==> src/rtl/div_iter_unit.sv <==
// div_iter_unit -- multi-cycle restoring divider for DIV/DIVU in EX.
//
// Result packing: result_o = {remainder, quotient}. The remainder goes to HI
// and the quotient goes to LO.
//
// Ports:
//   clk, rst      rising-edge clock and synchronous active-high reset
//   signed_div_i  1 = DIV (two's complement), 0 = DIVU
//   opdata1_i     dividend, latched when the operation is accepted
//   opdata2_i     divisor, latched when the operation is accepted
//   start_i       request; held high until ready_o has been seen
//   annul_i       flushes an operation that is in flight
//   result_o      {remainder[2W-1:W], quotient[W-1:0]}
//   ready_o       result valid; held until start_i drops
//
// Latency from the acceptance edge: WIDTH edges for a normal division, and
// 1 edge for a divide by zero.
//
// Optional build macro DIV_EARLY_TERM_EN: when |dividend| < |divisor| the
// operation completes after 1 edge. The result is the same as the full
// iteration produces; only the latency changes.
module div_iter_unit #(
    parameter int WIDTH = 32,
    parameter int CNT_W = 6
) (
    input  logic                 clk,
    input  logic                 rst,
    input  logic                 signed_div_i,
    input  logic [WIDTH-1:0]     opdata1_i,
    input  logic [WIDTH-1:0]     opdata2_i,
    input  logic                 start_i,
    input  logic                 annul_i,
    output logic [2*WIDTH-1:0]   result_o,
    output logic                 ready_o
);

    localparam logic [1:0] S_FREE   = 2'd0;
    localparam logic [1:0] S_BYZERO = 2'd1;
    localparam logic [1:0] S_ON     = 2'd2;
    localparam logic [1:0] S_END    = 2'd3;

    logic [1:0]         state;
    logic [CNT_W-1:0]   cnt;
    // Upper WIDTH+1 bits hold the partial remainder. The lower WIDTH bits
    // start as the dividend magnitude and fill with quotient bits.
    logic [2*WIDTH:0]   sreg;
    logic [WIDTH-1:0]   divisor_r;
    logic               sq, sr;

    logic [WIDTH-1:0]   mag1, mag2;
    logic [2*WIDTH:0]   shifted, step;
    logic [WIDTH:0]     diff;
    logic [WIDTH-1:0]   fin_q, fin_r, q_out, r_out;
    logic               done;

`ifdef DIV_EARLY_TERM_EN
    logic               early_r;
`endif

    // Operand magnitudes. These are used only at acceptance.
    always_comb begin
        mag1 = (signed_div_i && opdata1_i[WIDTH-1]) ? -opdata1_i : opdata1_i;
        mag2 = (signed_div_i && opdata2_i[WIDTH-1]) ? -opdata2_i : opdata2_i;
    end

    // One restoring step: shift left, then try to subtract the divisor from
    // the upper part.
    always_comb begin
        shifted = {sreg[2*WIDTH-1:0], 1'b0};
        diff    = shifted[2*WIDTH:WIDTH] - {1'b0, divisor_r};
        if (!diff[WIDTH])
            step = {diff, shifted[WIDTH-1:1], 1'b1};
        else
            step = shifted;
    end

    always_comb begin
`ifdef DIV_EARLY_TERM_EN
        // On the early path, sreg still holds |dividend|. Applying the sign
        // correction below restores the original dividend as the remainder.
        fin_q = early_r ? '0 : step[WIDTH-1:0];
        fin_r = early_r ? sreg[WIDTH-1:0] : step[2*WIDTH-1:WIDTH];
        done  = early_r || (cnt == CNT_W'(WIDTH-1));
`else
        fin_q = step[WIDTH-1:0];
        fin_r = step[2*WIDTH-1:WIDTH];
        done  = (cnt == CNT_W'(WIDTH-1));
`endif
        q_out = sq ? -fin_q : fin_q;
        r_out = sr ? -fin_r : fin_r;
    end

    always_ff @(posedge clk) begin
        if (rst) begin
            state     <= S_FREE;
            cnt       <= '0;
            sreg      <= '0;
            divisor_r <= '0;
            sq        <= 1'b0;
            sr        <= 1'b0;
            result_o  <= '0;
            ready_o   <= 1'b0;
`ifdef DIV_EARLY_TERM_EN
            early_r   <= 1'b0;
`endif
        end else begin
            case (state)
                S_FREE: begin
                    ready_o  <= 1'b0;
                    result_o <= '0;
                    if (start_i && !annul_i) begin
                        if (opdata2_i == '0) begin
                            state <= S_BYZERO;
                        end else begin
                            sreg      <= {{(WIDTH+1){1'b0}}, mag1};
                            divisor_r <= mag2;
                            sq        <= signed_div_i & (opdata1_i[WIDTH-1] ^ opdata2_i[WIDTH-1]);
                            sr        <= signed_div_i & opdata1_i[WIDTH-1];
                            cnt       <= '0;
                            state     <= S_ON;
`ifdef DIV_EARLY_TERM_EN
                            early_r   <= (mag1 < mag2);
`endif
                        end
                    end
                end
                S_BYZERO: begin
                    if (annul_i) begin
                        state <= S_FREE;
                    end else begin
                        result_o <= '0;
                        ready_o  <= 1'b1;
                        state    <= S_END;
                    end
                end
                S_ON: begin
                    if (annul_i) begin
                        state <= S_FREE;
                        cnt   <= '0;
                    end else if (done) begin
                        result_o <= {r_out, q_out};
                        ready_o  <= 1'b1;
                        state    <= S_END;
                    end else begin
                        sreg <= step;
                        cnt  <= cnt + 1'b1;
                    end
                end
                S_END: begin
                    // Holding start_i keeps the result. No restart happens.
                    if (!start_i) begin
                        state    <= S_FREE;
                        ready_o  <= 1'b0;
                        result_o <= '0;
                    end
                end
                default: state <= S_FREE;
            endcase
        end
    end

endmodule

==> config.mk <==
export PLATFORM = sky130hd
export DESIGN_NAME = div_iter_unit
export DESIGN_NICKNAME = d
export VERILOG_FILES = /design/src/rtl/div_iter_unit.sv
export SDC_FILE = /design/constraint.sdc
export NUM_CORES = 1
export LEC_CHECK = 0
export ABC_AREA = 1
export BUFFER_PORTS_ARGS = -buffer_cell sky130_fd_sc_hd__buf_4
export CORE_ASPECT_RATIO = 0.8
export CORE_UTILIZATION = 50
export DETAILED_ROUTE_END_ITERATION = 10
export PLACE_DENSITY = 0.69
export RECOVER_POWER = 25
export SLEW_MARGIN = 25
export SYNTH_ARGS = -nofsm -noshare
export SYNTH_HDL_FRONTEND = slang
export SYNTH_SLANG_ARGS = --single-unit
export TNS_END_PERCENT = 20
==> constraint.sdc <==
create_clock -name clk -period 4.8 [get_ports clk]
set_input_delay 1.2 -clock clk [delete_from_list [all_inputs] [get_ports clk]]
set_output_delay 1.2 -clock clk [all_outputs]
set_load 0.005 [all_outputs]
==> metrics <==
placed cells about 2500; CP Max Fanout 10; ys async rst share 0; CTS sink count around 170; Final Cycle Share 0.915; TritonCTS clock tree built; clock slew at reported path FFs approximately 0.080 ns; Tmin final 4.39 ns; DRT Wirelength 42100 µm; CTS Buf Count 17; CTS HTree Levels 4; Design Power roughly 4600 µW; Leakage 0.00714 µW; Hold Crit Start result_o[8]$_SDFFE_PP0P_; Worst Skew 0.0174 ns; critical path's slowest cell fa_1; Area Growth Syn to Fin 13.3%; Least-Margin Pin Slew around 1 ns; CP delay by family, top simple AND/OR/NAND/NOR gates; DRC Markers 0; post-route setup TNS 0 ns; Yosys reg bits 171; Peak Freq 0.228 GHz; number of global-route vias before repair ~12000; Die X around 180 µm; final net count roughly 2300; VDD IR-drop max between 0.2 and 0.3 mV; EDFF count, synth 0; WL per Instance ~16 µm; share of the yosys chip area belonging to registers 0.264; Pwr Density 315 nW/µm²; Reg area 3420 µm²; CP most frequent cell nand2_1; Post-CTS Resized 0; Root Buffer clkbuf_16; hold-fix buffers at CTS 0; R2R cell count 26; R2R Path Start sreg[31]$_SDFFE_PP0P_; syn avg cell area 6.02 µm²; Die Area 26600 µm²; number of vias per cell around 5.5; initial drt markers roughly 1400; DR vias between 10000 and 15000; status finished clean; endpoint type of the worst setup path register; initial antenna violation count 0; CP peak stage delay 0.38 ns; Worst EP required 5.11 ns; first-pass GRT wire length 65200 µm; antenna-violating nets left 0; RR Endpoint result_o[30]$_SDFFE_PP0P_; fin area ~15000 µm²; Setup Crit Path Kind register to register; Core ar. 25400 µm²; Post-synth top flop dfxtp_1; synthesized cell area roughly 13000 µm²; synth warn 0; layout cells sized above 1 0.113; HP Class register to register; Port Buffer Count between 100 and 150; Pre-antenna DRT Iters 7; die height 146 µm; initial core utilization 0.510; Hold Violations, Final 0; I/O pin count roughly 130; worst path arrival time between 4 and 5 ns; Buffers & Inverters on Critical Path 2; Worst setup SP type register; R2R Setup Slk roughly 0.41 ns; final cell count without fillers ~2600; Final Setup Violations 0; largest net degree at the start of global routing around 70; setup repair after global routing missed its margin false; Clk Latency, worst-skew pair 0.46 ns; final slew viol count 0; post-CTS setup buffer count 0; max_cap viols 0; CTS Buffer Depth 2; Multi-input gate area 8120 µm²; GP Congestion 0.943; Hold EP result_o[8]$_SDFFE_PP0P_; Slew Limit Headroom 0.348; FP Rows 52; Post-DP HPWL approximately 33000 µm; Synth Instances 2150; Post-DP Area 14100 µm²; Mapped Nets roughly 2300; filler instances about 2600; Hold Crit Depth 2; count of cell types in the netlist 55; Congestion Overflow GR 0; # diodes 0; overall routing resource usage 0.315
[worst max path at each step]
| stage | start | endpoint | slack [ns] | cells past startpoint |
|---|---|---|---|---|
| 3_3_place_gp | sreg[31]$_SDFFE_PP0P_ | result_o[30]$_SDFFE_PP0P_ | 0.71 | 26 |
| 3_5_place_dp | sreg[31]$_SDFFE_PP0P_ | result_o[30]$_SDFFE_PP0P_ | 0.56 | 26 |
| 6_report | sreg[31]$_SDFFE_PP0P_ | result_o[30]$_SDFFE_PP0P_ | 0.41 | 26 |
| 5_1_grt | sreg[31]$_SDFFE_PP0P_ | result_o[26]$_SDFFE_PP0P_ | 0.11 | 25 |
| 2_1_floorplan | sreg[31]$_SDFFE_PP0P_ | result_o[30]$_SDFFE_PP0P_ | 0.95 | 27 |
| 4_1_cts | sreg[31]$_SDFFE_PP0P_ | result_o[30]$_SDFFE_PP0P_ | 0.54 | 26 |
[cell families (layout without fill, tap and decap cells)]
group                    count (synthesis)  count (layout)  share of synthesized area
AO/OA/AOI/OAI                          419             419                      0.174
XOR/XNOR                                70              70                     0.0473
adder cells (fa/ha/maj)                 42              42                     0.0412
buffers and inverters                  358             459                      0.109
flip-flops                             171             171                      0.264
AND/OR/NAND/NOR                       1090            1090                      0.363
[layout by cell type, fill, tap and decap left out, types with 25 or more instances in the layout]
cell type | synthesis | layout
nand2_1 | 640 | 640
inv_1 | 268 | 266
a21oi_1 | 217 | 217
nor2_1 | 184 | 182
dfxtp_1 | 171 | 171
o21ai_0 | 140 | 140
nand3_1 | 127 | 127
buf_4 | 1 | 89
clkbuf_4 | 0 | 51
xor2_1 | 50 | 50
ha_1 | 41 | 40
nor3_1 | 29 | 29
nand2_2 | 26 | 26
nand4_1 | 25 | 25
[stage by stage]
step	util	hold slack [ns]	setup slack (ns)
floorplan	-	0.430	0.955
global placement	0.556	0.453	0.705
detailed placement	0.556	0.458	0.564
CTS	0.579	0.469	0.537
global route	0.578	0.482	0.109
finish	0.578	0.466	0.410
[routing by layer]
metal	vias up	GRT usage	part of all wire
met2	595	0.413	0.38
li1	7103	-	-
met4	0	0.0605	0.011
met3	29	0.0711	0.097
met1	6340	0.508	0.51
met5	-	0	0
[where the power goes]
part | switching [µW] | leakage, µW | total [µW] | internal, µW
clock network | 696 | 0.000287 | 1400 | 700
logic | 1110 | 0.00546 | 1620 | 502
registers | 104 | 0.00139 | 1610 | 1510
total | 1910 | 0.00714 | 4630 | 2710
[area by class of cell]
cell class | instances | area share
clock buffer | 17 | 0.0290
clock inverter | 15 | 0.0114
inverter | 279 | 0.0714
multi-input combinational | 1621 | 0.554
sequential | 171 | 0.233
tap | 324 | 0.0276
timing repair buffer | 148 | 0.0737
[worst min-delay path: cells and delay by family (launching register included)]
family,cells,cell delay [ns]
AOI/OAI and AO/OA,1,0.05
and+or+nand+nor,1,0.06
DFF,1,0.31
[sequential cells by signal, indices dropped and copies added (netlist names)]
register	cells
result_o	64
sq	1
sreg	64
ready_o	1
cnt	6
divisor_r	32
state	2
sr	1
[Yosys cell counts, types with 4 or more instances]
cell type  number  area (µm²)
o21ai_2         4        35.0
a21oi_1       217        1090
xor2_1         50         438
buf_6           6        67.6
nand2_4         5        56.3
ha_1           41         513
nand2_2        26         163
a31oi_1         6        37.5
nor2_2          6        37.5
a211oi_1        9        67.6
nand2_1       640        2400
buf_2           6        30.0
o31ai_1         6        45.0
nand3_1       127         636
nand4_1        25         156
xnor2_1        20         175
inv_2           9        33.8
o211ai_1       14         105
clkbuf_1       61         229
o21bai_1        6        45.0
nor2_1        184         691
or2_2           7        43.8
nor3_1         29         145
dfxtp_1       171        3420
nor4_1          9        56.3
o21ai_1         6        30.0
nand3b_1       10        75.1
inv_1         268        1010
o21ai_0       140         701
buf_1           4        15.0
nand3_2         5        50.1
Power figures use the tool's default switching activity.
